==> config.mk <==
export PLATFORM = sky130hd
export DESIGN_NAME = pre_if_stage
export DESIGN_NICKNAME = d
export VERILOG_FILES = /design/src/rtl/pre_if_stage.sv
export SDC_FILE = /design/constraint.sdc
export NUM_CORES = 1
export LEC_CHECK = 0
export BUFFER_PORTS_ARGS = -buffer_cell sky130_fd_sc_hd__buf_4
export CORE_MARGIN = 5
export CORE_UTILIZATION = 27
export CTS_BUF_LIST = sky130_fd_sc_hd__clkbuf_4 sky130_fd_sc_hd__clkbuf_8
export CTS_CLUSTER_SIZE = 10
export DETAILED_ROUTE_END_ITERATION = 16
export GPL_ROUTABILITY_DRIVEN = 0
export SKIP_LAST_GASP = 1
export SYNTH_ARGS = -nofsm -noshare
export SYNTH_HDL_FRONTEND = slang
export SYNTH_SLANG_ARGS = --single-unit
==> constraint.sdc <==
create_clock -name clk -period 6.2 [get_ports clk]
set_clock_uncertainty 0.2 [all_clocks]
set_input_delay 1.24 -clock clk [delete_from_list [all_inputs] [get_ports clk]]
set_output_delay 1.24 -clock clk [all_outputs]
set_load 0.03 [all_outputs]
==> src/rtl/pre_if_stage.sv <==
// Pre-IF stage: owns the fetch PC, drives the instruction SRAM-like bus and
// hands {adel, pc, inst} to if_stage, applying branch and exception redirects.
module pre_if_stage #(
    parameter logic [31:0] RESET_PC         = 32'hbfc00000,
    parameter int          BR_BUS_WD        = 65,
    parameter int          PFS_TO_FS_BUS_WD = 65
) (
    input  logic                        clk,
    input  logic                        resetn,
    input  logic                        fs_allowin,
    input  logic [BR_BUS_WD-1:0]        br_bus,
    input  logic                        handle_ex,
    input  logic [31:0]                 ex_pc,
    output logic                        pfs_to_fs_valid,
    output logic [PFS_TO_FS_BUS_WD-1:0] pfs_to_fs_bus,
    output logic                        inst_sram_req,
    output logic                        inst_sram_wr,
    output logic [1:0]                  inst_sram_size,
    output logic [31:0]                 inst_sram_addr,
    output logic [31:0]                 inst_sram_wdata,
    input  logic                        inst_sram_addr_ok,
    input  logic                        inst_sram_data_ok,
    input  logic [31:0]                 inst_sram_rdata
);

    localparam logic [1:0] S_IDLE = 2'd0;
    localparam logic [1:0] S_REQ  = 2'd1;
    localparam logic [1:0] S_WAIT = 2'd2;
    localparam logic [1:0] S_HOLD = 2'd3;

    logic [1:0]                  state, state_nx;
    logic [31:0]                 fetch_pc, fetch_nx;
    logic [31:0]                 issued_pc, issued_nx;
    logic                        out_valid, valid_nx;
    logic [PFS_TO_FS_BUS_WD-1:0] out_bus, bus_nx;
    logic                        discard, discard_nx;
    logic                        br_pend, pend_nx;
    logic [31:0]                 br_tgt, br_slot;
    logic                        redir_v, redir_v_nx;
    logic [31:0]                 redir_pc, redir_pc_nx;

    logic        br_taken;
    logic [31:0] br_target, br_pc;
    logic        eff_pend, consume, unaligned;
    logic [31:0] eff_tgt, eff_slot, wrong_pc;

    assign br_taken  = br_bus[64];
    assign br_target = br_bus[63:32];
    assign br_pc     = br_bus[31:0];

    // A branch notice takes effect in the cycle it arrives as well as later.
    assign eff_pend  = br_pend | br_taken;
    assign eff_tgt   = br_taken ? br_target : br_tgt;
    assign eff_slot  = br_taken ? (br_pc + 32'd4) : br_slot;
    assign wrong_pc  = eff_slot + 32'd4;
    assign unaligned = (fetch_pc[1:0] != 2'b00);

    // An exception hitting a request still waiting for addr_ok is parked in
    // redir_* so the bus address stays stable until the handshake completes.
    always_comb begin
        state_nx    = state;
        fetch_nx    = fetch_pc;
        issued_nx   = issued_pc;
        valid_nx    = out_valid;
        bus_nx      = out_bus;
        discard_nx  = discard;
        redir_v_nx  = redir_v;
        redir_pc_nx = redir_pc;
        consume     = 1'b0;
        if (handle_ex) begin
            valid_nx = 1'b0;
            case (state)
                S_REQ: begin
                    if (unaligned) begin
                        fetch_nx = ex_pc;
                    end else begin
                        discard_nx = 1'b1;
                        if (inst_sram_addr_ok) begin
                            state_nx   = S_WAIT;
                            issued_nx  = fetch_pc;
                            fetch_nx   = ex_pc;
                            redir_v_nx = 1'b0;
                        end else begin
                            redir_v_nx  = 1'b1;
                            redir_pc_nx = ex_pc;
                        end
                    end
                end
                S_WAIT: begin
                    fetch_nx = ex_pc;
                    if (inst_sram_data_ok) begin
                        discard_nx = 1'b0;
                        state_nx   = S_REQ;
                    end else begin
                        discard_nx = 1'b1;
                    end
                end
                default: begin
                    fetch_nx = ex_pc;
                    state_nx = S_REQ;
                end
            endcase
        end else begin
            case (state)
                S_IDLE: begin
                    state_nx = S_REQ;
                    if (eff_pend && fetch_pc == wrong_pc) begin
                        fetch_nx = eff_tgt;
                        consume  = 1'b1;
                    end
                end
                S_REQ: begin
                    if (unaligned) begin
                        state_nx = S_HOLD;
                        valid_nx = 1'b1;
                        bus_nx   = {1'b1, fetch_pc, 32'h0};
                    end else if (inst_sram_addr_ok) begin
                        state_nx  = S_WAIT;
                        issued_nx = fetch_pc;
                        if (redir_v) begin
                            fetch_nx   = redir_pc;
                            redir_v_nx = 1'b0;
                        end else if (eff_pend && fetch_pc == wrong_pc) begin
                            discard_nx = 1'b1;
                            fetch_nx   = eff_tgt;
                            consume    = 1'b1;
                        end else if (eff_pend && fetch_pc == eff_slot) begin
                            fetch_nx = eff_tgt;
                            consume  = 1'b1;
                        end else begin
                            fetch_nx = fetch_pc + 32'd4;
                        end
                    end
                end
                S_WAIT: begin
                    if (eff_pend && issued_pc == wrong_pc) begin
                        fetch_nx = eff_tgt;
                        consume  = 1'b1;
                        if (inst_sram_data_ok) begin
                            discard_nx = 1'b0;
                            state_nx   = S_REQ;
                        end else begin
                            discard_nx = 1'b1;
                        end
                    end else begin
                        if (eff_pend && fetch_pc == wrong_pc) begin
                            fetch_nx = eff_tgt;
                            consume  = 1'b1;
                        end
                        if (inst_sram_data_ok) begin
                            if (discard) begin
                                discard_nx = 1'b0;
                                state_nx   = S_REQ;
                            end else begin
                                valid_nx = 1'b1;
                                bus_nx   = {1'b0, issued_pc, inst_sram_rdata};
                                state_nx = S_HOLD;
                            end
                        end
                    end
                end
                default: begin
                    if (eff_pend && !out_bus[64] && out_bus[63:32] == wrong_pc) begin
                        valid_nx = 1'b0;
                        fetch_nx = eff_tgt;
                        consume  = 1'b1;
                        state_nx = S_REQ;
                    end else begin
                        if (eff_pend && fetch_pc == wrong_pc) begin
                            fetch_nx = eff_tgt;
                            consume  = 1'b1;
                        end
                        if (fs_allowin) begin
                            valid_nx = 1'b0;
                            state_nx = S_REQ;
                        end
                    end
                end
            endcase
        end
        if (handle_ex || consume) pend_nx = 1'b0;
        else if (br_taken)        pend_nx = 1'b1;
        else                      pend_nx = br_pend;
    end

    always_ff @(posedge clk or negedge resetn) begin
        if (!resetn) begin
            state     <= S_IDLE;
            fetch_pc  <= RESET_PC;
            issued_pc <= '0;
            out_valid <= 1'b0;
            out_bus   <= '0;
            discard   <= 1'b0;
            br_pend   <= 1'b0;
            br_tgt    <= '0;
            br_slot   <= '0;
            redir_v   <= 1'b0;
            redir_pc  <= '0;
        end else begin
            state     <= state_nx;
            fetch_pc  <= fetch_nx;
            issued_pc <= issued_nx;
            out_valid <= valid_nx;
            out_bus   <= bus_nx;
            discard   <= discard_nx;
            br_pend   <= pend_nx;
            redir_v   <= redir_v_nx;
            redir_pc  <= redir_pc_nx;
            if (br_taken) begin
                br_tgt  <= br_target;
                br_slot <= br_pc + 32'd4;
            end
        end
    end

    assign pfs_to_fs_valid = out_valid;
    assign pfs_to_fs_bus   = out_bus;
    assign inst_sram_req   = (state == S_REQ) && !unaligned;
    assign inst_sram_wr    = 1'b0;
    assign inst_sram_size  = 2'b10;
    assign inst_sram_addr  = fetch_pc;
    assign inst_sram_wdata = '0;

endmodule

== Yosys cells after proc, flatten, opt, wreduce, memory -nomap -nowiden ==
Index checks and enable logic that the tools add are counted.

* Multiply operators: 0
* Muxes and demuxes: 70
* Div/mod/pow operators: 0
* Order comparisons: 0
* Reduce and logical (&&, ||, !) cells: 24
* Eq/ne operators: 23
* Shift-type cells: 0
* $add $sub $neg: 3
* Bitwise gates (word level): 4

{| class="wikitable"
|+ Operators by type and width
! kind !! number
|-
| $mux W32 || 14
|-
| $mux W65 || 4
|-
| $pmux W65 S2 || 1
|-
| $eq A32 B32 Y1 || 4
|-
| $add A32 B3 Y32 const B || 3
|-
| $pmux W32 S3 || 1
|-
| $mux W1 || 34
|-
| $ne A3 B3 Y1 const B || 10
|-
| $mux W2 || 10
|-
| $reduce_and A6 Y1 || 3
|-
| $ne A2 B2 Y1 const B || 6
|-
| $reduce_and A3 Y1 || 4
|-
| $reduce_bool A2 Y1 || 4
|-
| $logic_and A1 B1 Y1 || 6
|-
| $pmux W1 S3 || 2
|-
| $pmux W2 S3 || 1
|-
| $reduce_bool A6 Y1 || 1
|-
| $reduce_bool A5 Y1 || 1
|-
| $ne A4 B4 Y1 const B || 1
|-
| $pmux W1 S2 || 2
|-
| $pmux W2 S2 || 1
|-
| $reduce_and A4 Y1 || 1
|-
| $not A1 Y1 || 3
|-
| $eq A2 B1 Y1 const B || 1
|-
| 5 further kinds || 6
|}

* Output and inout port bits: 134
* Word-level logic and storage cells: 135
* Bits of input ports: 135
* ROM bits: 0
* Bits in latches: 0
* Register bits: 231
* Memory bits (writable): 0
* Memories: 0

== Longest topological paths before layout ==
Gate-level depths: netlist (run 1).

* Depth in word-level cells: 13
* Gate-level depth with buffers: 28
* Gate-level depth less buffers: 18

== Least setup slack after synthesis (run 1) ==
OpenSTA, ideal clock, no wires.

* Kind: in2reg
* Start: input port br_bus[64]
* End: register fetch_pc[3], in the netlist inst_sram_addr[3]
* Setup slack: -0.606 ns
* Path buffers: 11
* Required time: 5.874 ns
* Data arrival time: 6.480 ns
* Cell stages on the path: 27
* Setup time: 0.126 ns
* Cell sequence: buf_4 buf_6 buf_2 buf_2 buf_2 buf_2 buf_1 mux2_2 ha_1 o21ai_0 a211oi_1 and2_1 clkbuf_1 nand3_1 or3_1 nor3_1 o311ai_0 a2111o_1 nor4_4 and3_1 buf_2 or2_1 buf_4 buf_8 nand3_4 o211a_1 a221o_1

* Cells in the longest elaborated chain, start to end: 10
* Elaborated cells between the ends (all ways): 23
* Classes of those cells: 1 x add/sub; 4 x eq/ne; 12 x mux; 1 x bitwise; 5 x reduce/logical

{| class="wikitable"
|+ Ends and longest elaborated chain
! element !! line !! source
|-
| start: declaration || 11 || <nowiki>input logic [BR_BUS_WD-1:0] br_bus,</nowiki>
|-
| $mux W32 * || -- ||
|-
| named net eff_slot[3] || 45 || <nowiki>logic [31:0] eff_tgt, eff_slot, wrong_pc;</nowiki>
|-
| $add A32 B3 Y32 / $eq A32 B32 Y1 (equally long branches) || 55, 127 ||
|-
| $eq A32 B32 Y1 / $logic_and A1 B1 Y1 (equally long branches) || -- ||
|-
| $logic_and A1 B1 Y1 / $mux W32 (equally long branches) || -- ||
|-
| $mux W32 || 123 || <nowiki>end else if (eff_pend && fetch_pc == wrong_pc) begin</nowiki>
|-
| $mux W32 || 120 || <nowiki>if (redir_v) begin</nowiki>
|-
| $mux W32 || 117 || <nowiki>end else if (inst_sram_addr_ok) begin</nowiki>
|-
| $mux W32 || 113 || <nowiki>if (unaligned) begin</nowiki>
|-
| $pmux W32 S3 * || 104 || <nowiki>case (state)</nowiki>
|-
| $mux W32 * || 70 || <nowiki>if (handle_ex) begin</nowiki>
|-
| end signal: assignment || 201 || <nowiki>fetch_pc <= fetch_nx;</nowiki>
|-
| end: declaration || 32 || <nowiki>logic [31:0] fetch_pc, fetch_nx;</nowiki>
|}

Mark *: on every way through the listed nets, which the timed path passes. The rest lies on a longest branch. The select of a mux whose other input is x is not followed.
A chain may end at the register's enable or synchronous reset.

== Worst setup path after layout (run 1) ==
* Start: input port br_bus[3]
* End: register fetch_pc[4], in the netlist inst_sram_addr[4]

* Cells in the longest elaborated chain, start to end: 11
* Elaborated cells between the ends (all ways): 21
* Classes of those cells: 2 x add/sub; 4 x eq/ne; 11 x mux; 4 x reduce/logical

{| class="wikitable"
|+ Ends and longest elaborated chain
! element !! line !! source
|-
| $add A32 B3 Y32 * || 54 || <nowiki>assign eff_slot = br_taken ? (br_pc + 32'd4) : br_slot;</nowiki>
|-
| $mux W32 * || -- ||
|-
| $add A32 B3 Y32 / $eq A32 B32 Y1 (equally long branches) || 55, 127 ||
|-
| $eq A32 B32 Y1 / $logic_and A1 B1 Y1 (equally long branches) || -- ||
|-
| $logic_and A1 B1 Y1 / $mux W32 (equally long branches) || -- ||
|-
| $mux W32 || 123 ||
|-
| $mux W32 || 120 ||
|-
| $mux W32 || 117 ||
|-
| $mux W32 || 113 ||
|-
| $pmux W32 S3 * || 104 ||
|-
| $mux W32 * || 70 ||
|}

Mark *: on every way between the ends. The rest lies on a longest branch, timed or not. The select of a mux whose other input is x is not followed.

==> impl_metrics.ini, run 1 <==
[run_status]
outcome = complete, no violations

[floorplanning]
die_width_um = 258
start_util = 0.273
placementRows = 90
fp.dieH_um = 258
fp.coreArea_mm2 = 0.0606
design.portCount = 269
die_area_mm2 = 0.0664

[yosys]
post-synth-top-count-cell = sky130_fd_sc_hd__dfrtp_1
synthArstFlopShare = 1.00
ys.warnings.count = 0
synth_top_area_frac = 0.335
yosysTopAreaCell = sky130_fd_sc_hd__dfrtp_1
top_cells_by_instance_count_after_synthesis = sky130_fd_sc_hd__dfrtp_1, sky130_fd_sc_hd__nand2_1, sky130_fd_sc_hd__xnor2_1, sky130_fd_sc_hd__mux2_2, sky130_fd_sc_hd__o21ai_0
synth-seq-cells = 231
share_of_synthesized_area_occupied_by_flip_flops_and_latches = 0.350
number_of_enable_type_register_cells_in_the_synthesized_netlist = 0
ys.flop_type = sky130_fd_sc_hd__dfrtp_1
synthDistinctLibCells = 108
synth.top_cells.by_area = sky130_fd_sc_hd__dfrtp_1, sky130_fd_sc_hd__mux2_2, sky130_fd_sc_hd__xnor2_1
syn-mean-instance-area_um2 = 9.25
netlist_area_before_placement_mm2 = 0.0166
synthesis.instances = 1791

[placed_design]
placed_cells_incl_taps = 2812
detailedPlace.worstSlack_ps = 46.4
dp_hpwl_mm = 50.1
detailed_place.area_mm2 = 0.0198
place.port_buffers = 233

[timing]
rsz0062_at_grt = no
hold_viol_final = 0
tns_ps = 0
timing.max_slew.rel_slack = 0.271
period_needed_ps = 5630
max_slew.worst_pin.slew_ps = 1090
hold_slack_ps = 303
finalSetupViolCount = 0
timing.fmax_mhz = 177
post-route-period-util = 0.909
slew_viol_final = 0
layout_setup_ws_ps = 565

[route]
via_per_inst = 5.51
wl_met3_mm = 6.10
drc = 0
ant_nets = 0
drt_iter0_markers = 1568
met1Wirelength_mm = 27.6
met2_length_mm = 29.7
avgRoutedWirePerCell_um = 22.6
drt-pass1-iter-count = 6
vias = 15900
finalWirelength_mm = 65.4
dr.max_layer_used = met4

[power]
power_per_cell_area_mw_per_mm2 = 431
power.total_mw = 8.94
peakVddDrop_mv = 0.229
p_leak_nw = 8.75

[clocking]
clock_tree.buffer_depth = 3
tritoncts_num_sinks = 231
postCtsResizedCells = 0
numCtsBuffers = 44
clock_pin_slew_on_the_worst_setup_and_hold_paths_ps = 60
holdBufCountCts = 0
clkLatencyLatePin_ps = 610
clockRootBuffer = sky130_fd_sc_hd__clkbuf_8
cts_tree = yes
h-tree-depth = 2
post_cts_setup_inserts = 0

[grt]
grt_start_max_net_pins = 145
grt_pass1_vias = 15500
grt_remaining_overflow = 0
grt_antenna_before_repair = 3
gr-usage-all-layers = 0.187
grt_first_pass_wirelength_mm = 97.4

[critical_path]
critical_path_peak_fanout = 15
cp_cell_sequence = buf_4 > ha_1 > nand4_1 > buf_12 > o41ai_1 > a2bb2oi_1 > nand4_4 > nor4_2 > xnor2_1 > o21ai_1 > or4b_4 > nor4_4 > or2_1 > buf_12 > nand3_4 > buf_4 > o211ai_1 > o211ai_1
stage_delay_of_the_slowest_cell_on_the_critical_path_ps = 560
worst_ep_arrival_time_ps = 5910
crit_path_end_kind = flop
critical_path_required_ps = 6470
worst_setup_path_start_kind = input port
crit_path_top_delay_cell = sky130_fd_sc_hd__or4b_4
critPathBufInv = 4
criticalPathCategory = in2reg
path_delay_family = simple AND/OR/NAND/NOR gates

[hold_path]
hold_path.class = reg2reg

[cells_and_area]
area_of_the_multi_input_gates_mm2 = 0.00991
finalNonFillerCells = 2893
final_core_utilization = 0.343
syn2layout_area_growth_pct = 25.3
post_route_cells_drive_above_1_share = 0.295
seqCellArea_mm2 = 0.00579
layout.cell_area.non_filler_mm2 = 0.0208
finalNetCount = 2218
fillCellCount = 6175

[flow_run]
drv_cap = 0
[final timing paths]
check / start / endpoint / slack, ps / cells past startpoint
min in group asynchronous: resetn / br_tgt[20]$_DFF_PN0_ / 390 / 1
min reg2reg: pfs_to_fs_bus[23]$_DFFE_PN0P_ / pfs_to_fs_bus[23]$_DFFE_PN0P_ / 300 / 1
max reg2reg: br_slot[3]$_DFF_PN0_ / inst_sram_addr[19]$_DFFE_PN0P_ / 1390 / 19
max in group asynchronous: resetn / pfs_to_fs_bus[62]$_DFFE_PN0P_ / 4070 / 2
min: pfs_to_fs_bus[23]$_DFFE_PN0P_ / pfs_to_fs_bus[23]$_DFFE_PN0P_ / 300 / 1
max: br_bus[3] / inst_sram_addr[4]$_DFFE_PN0P_ / 570 / 18
[layout make-up]
type / instances / area share
repair buffers: 368 / 0.140
flip-flops and latches: 231 / 0.279
well taps: 782 / 0.0471
clock buffers: 69 / 0.0409
inverters: 62 / 0.0115
diodes: 3 / 0.000362
clock inverters: 9 / 0.00350
multi-input cells: 1369 / 0.477
[report_power, final]
part,leakage (nW),total (mW),switching [mW],internal (mW)
Sequential,2.85,2.87,0.822,2.05
Combinational,5.41,4.47,2.61,1.86
Clock,0.496,1.60,0.694,0.909
[logic make-up after synthesis]
family,after synthesis,synth area share
AOI/OAI and AO/OA,465,0.195
xor gates and xnor gates,150,0.0882
adders and majority gates,7,0.00529
buffers and inverters,224,0.0647
DFF,231,0.350
muxes,173,0.112
other,2,0.000453
and+or+nand+nor,539,0.185
[layout by cell type, fill, tap and decap left out, types with 10 or more instances in the layout]
master,instances
sky130_fd_sc_hd__a31oi_1,25
sky130_fd_sc_hd__a211oi_1,18
sky130_fd_sc_hd__clkbuf_8,53
sky130_fd_sc_hd__buf_12,11
sky130_fd_sc_hd__xnor2_1,107
sky130_fd_sc_hd__mux2i_1,73
sky130_fd_sc_hd__and2_1,15
sky130_fd_sc_hd__a21o_1,30
sky130_fd_sc_hd__nor2b_1,11
sky130_fd_sc_hd__nand2_1,141
sky130_fd_sc_hd__nand2b_1,12
sky130_fd_sc_hd__o31ai_1,11
sky130_fd_sc_hd__xor2_1,32
sky130_fd_sc_hd__nor4_1,25
sky130_fd_sc_hd__a2bb2oi_1,11
sky130_fd_sc_hd__conb_1,35
sky130_fd_sc_hd__a21oi_1,81
sky130_fd_sc_hd__o22ai_1,10
sky130_fd_sc_hd__clkbuf_4,16
sky130_fd_sc_hd__nor2_1,79
sky130_fd_sc_hd__or3_1,11
sky130_fd_sc_hd__and4_1,13
sky130_fd_sc_hd__and3_1,24
sky130_fd_sc_hd__nor3_1,37
sky130_fd_sc_hd__mux2_2,97
sky130_fd_sc_hd__nand4_1,33
sky130_fd_sc_hd__a22o_1,35
sky130_fd_sc_hd__o211ai_1,37
sky130_fd_sc_hd__dfrtp_1,222
sky130_fd_sc_hd__nand3_1,61
sky130_fd_sc_hd__buf_4,356
sky130_fd_sc_hd__inv_1,56
sky130_fd_sc_hd__a221oi_1,10
sky130_fd_sc_hd__o21ai_0,94
[metal layers]
layer	track usage	up-vias
met2	0.295	808
met4	0.0570	0
met5	0	-
met3	0.0455	120
li1	-	7145
met1	0.255	7876
[registers in the layout, indices dropped and copies added, names as in the netlist]
signal	count
pfs_to_fs_bus	65
br_pend	1
inst_sram_addr	32
br_slot	32
pfs_to_fs_valid	1
redir_pc	32
state	2
redir_v	1
issued_pc	32
br_tgt	32
discard	1
No activity file was read; power rests on OpenSTA's default activity.
==> run 2: changes to the inputs <==
--- a/config.mk
+++ b/config.mk
@@ -11,7 +11,7 @@
 export CTS_BUF_LIST = sky130_fd_sc_hd__clkbuf_4 sky130_fd_sc_hd__clkbuf_8
 export CTS_CLUSTER_SIZE = 10
 export DETAILED_ROUTE_END_ITERATION = 16
-export GPL_ROUTABILITY_DRIVEN = 0
+export REMOVE_ABC_BUFFERS = 1
 export SKIP_LAST_GASP = 1
 export SYNTH_ARGS = -nofsm -noshare
 export SYNTH_HDL_FRONTEND = slang
==> constraint.sdc (replaced) <==
create_clock -name clk -period 6.3 [get_ports clk]
set_clock_uncertainty 0.2 [all_clocks]
set_input_delay 1.26 -clock clk [delete_from_list [all_inputs] [get_ports clk]]
set_output_delay 1.26 -clock clk [all_outputs]
set_load 0.03 [all_outputs]
==> run 2 against run 1 <==
Sequential share of layout area decreased by 0.094 points. Total power decreased by 0.13%. Non-clock buffer count increased by 4. Wire length increased by 1.1%. Critical path depth increased by 2. Register-to-register slack got worse by 90 ps. Clock-buffer cell count decreased by 2. Global-route usage increased by 0.37 points. Cell area increased by 0.34%. Final cell count increased by 0.28%. Worst hold slack got worse by 1.7 ps. Utilization increased by 0.12 points.
==> impl_metrics.ini, run 2 (synthesized netlist as in run 1, its figures left out) <==
[floorplanning]
start_util = 0.273
die_area_mm2 = 0.0664
die_width_um = 258
fp.dieH_um = 258
design.portCount = 269
placementRows = 90
fp.coreArea_mm2 = 0.0606

[route]
ant_nets = 0
drt_iter0_markers = 1403
via_per_inst = 5.38
drc = 0
drt-pass1-iter-count = 6
avgRoutedWirePerCell_um = 22.8
vias = 15600
finalWirelength_mm = 66.1

[clocking]
h-tree-depth = 2
tritoncts_num_sinks = 231
clockRootBuffer = sky130_fd_sc_hd__clkbuf_8
clock_tree.buffer_depth = 3
cts_tree = yes
clkLatencyLatePin_ps = 620
postCtsResizedCells = 0
clock_pin_slew_on_the_worst_setup_and_hold_paths_ps = 60
holdBufCountCts = 0
numCtsBuffers = 44
post_cts_setup_inserts = 0

[flow_run]
drv_cap = 0

[power]
peakVddDrop_mv = 0.252
p_leak_nw = 8.81
power.total_mw = 8.93
power_per_cell_area_mw_per_mm2 = 429

[grt]
grt_antenna_before_repair = 4
grt_pass1_vias = 15700
gr-usage-all-layers = 0.191
grt_remaining_overflow = 0
grt_first_pass_wirelength_mm = 98.9
grt_start_max_net_pins = 133

[cells_and_area]
most_frequent_cells_in_the_layout = sky130_fd_sc_hd__buf_4, sky130_fd_sc_hd__dfrtp_1, sky130_fd_sc_hd__nand2_1
final_core_utilization = 0.344
final_common_cell = sky130_fd_sc_hd__buf_4
post_route_cells_drive_above_1_share = 0.294
fillCellCount = 6225
largest_register_ffs = 65
syn2layout_area_growth_pct = 25.7
finalNetCount = 2222

[timing]
hold_slack_ps = 301
timing.max_slew.rel_slack = 0.263
slew_viol_final = 0
finalSetupViolCount = 0
period_needed_ps = 5800
post-route-period-util = 0.921
hold_viol_final = 0
rsz0062_at_grt = no
timing.fmax_mhz = 172
max_slew.worst_pin.slew_ps = 1100

[hold_path]
hold_path.class = reg2reg
worst_hold_path.num_cells = 1
hold_path.startpoint = redir_pc[15]$_DFFE_PN0P_
worst_hold_end = redir_pc[15]$_DFFE_PN0P_

[critical_path]
worst_r2r_startpoint = br_slot[2]$_DFF_PN0_
criticalPathCategory = in2reg
startpoint = br_bus[2]
regToRegSetupSlack_ps = 1300
crit_path_end_kind = flop
critical_path.reg2reg.endpoint = inst_sram_addr[1]$_DFFE_PN0P_
worst_ep_arrival_time_ps = 6100
worst_setup_path_start_kind = input port
reg2reg_depth = 20
critical_path_required_ps = 6600
critical_path_peak_fanout = 15

[placed_design]
place.port_buffers = 233
gp_congestion = 0.953
dp_hpwl_mm = 50.7

[run_status]
outcome = complete, no violations
[run 2: cell count changes in the layout (fill, tap and decap cells not counted), moves of 2 or more]
cell / delta
sky130_fd_sc_hd__buf_12: -2
sky130_fd_sc_hd__buf_4: +6
sky130_fd_sc_hd__clkbuf_8: +4
sky130_fd_sc_hd__inv_8: +2
sky130_fd_sc_hd__clkbuf_4: -6
sky130_fd_sc_hd__nor3_1: +2
sky130_fd_sc_hd__bufinv_16: +3
[run 2: layout make-up]
type	count	area, um^2	share of cell area
Timing Repair Buffer	372	2910	0.140
Clock buffer	67	860	0.0413
Inverter	62	238	0.0114
Multi-Input combinational cell	1369	9840	0.473
Clock inverter	15	193	0.00925
Sequential cell	231	5790	0.278
Tap cell	782	978	0.0470
Antenna cell	3	7.51	0.000361
[run 2: how the worst max path moves through the flow]
stage | to | slack (ps) | depth (start not counted)
floorplan | inst_sram_addr[3]$_DFFE_PN0P_ | -450 | 15
global placement | inst_sram_addr[5]$_DFFE_PN0P_ | -30 | 20
detailed placement | inst_sram_addr[0]$_DFFE_PN0P_ | 10 | 20
CTS | state[0]$_DFFE_PN0P_ | 640 | 19
global route | state[1]$_DFFE_PN0P_ | 320 | 19
finish | inst_sram_addr[1]$_DFFE_PN0P_ | 500 | 20
[run 2: report_power, final]
part | switching, mW | leakage, nW | internal [mW]
Clock | 0.730 | 0.552 | 1.05
Combinational | 2.56 | 5.41 | 1.83
Sequential | 0.754 | 2.85 | 2.01
[run 2: critical path, stage by stage]
cell,delay (ps)
sky130_fd_sc_hd__buf_4,140
sky130_fd_sc_hd__ha_1,260
sky130_fd_sc_hd__nand4_1,120
sky130_fd_sc_hd__buf_4,210
sky130_fd_sc_hd__nor3_1,80
sky130_fd_sc_hd__buf_4,160
sky130_fd_sc_hd__a211oi_1,380
sky130_fd_sc_hd__a2bb2oi_1,370
sky130_fd_sc_hd__nand2_2,200
sky130_fd_sc_hd__nor4_4,410
sky130_fd_sc_hd__xnor2_1,170
sky130_fd_sc_hd__a2111oi_0,770
sky130_fd_sc_hd__nor4b_1,320
sky130_fd_sc_hd__buf_4,170
sky130_fd_sc_hd__a31o_2,220
sky130_fd_sc_hd__a21oi_2,120
sky130_fd_sc_hd__buf_4,180
sky130_fd_sc_hd__a221o_1,330
sky130_fd_sc_hd__a21oi_1,140
sky130_fd_sc_hd__o21ai_1,80
[run 2: per-layer routing]
layer  part of all wire  GRT usage
met1               0.42      0.252
met2               0.47      0.316
met3              0.079     0.0437
met4              0.024     0.0507
met5            0.00020          0
[run 2: through the flow]
step / worst slack (ps) / TNS (ps) / area (um^2) / instances
finish: 498 / 0 / 20800 / 2901
global route: 316 / 0 / 20800 / 2899
CTS: 637 / 0 / 20800 / 2898
detailed placement: 13.7 / 0 / 19800 / 2816
global placement: -27.9 / -122 / 19800 / 2816
floorplan: -449 / -26860 / 15900 / 1662
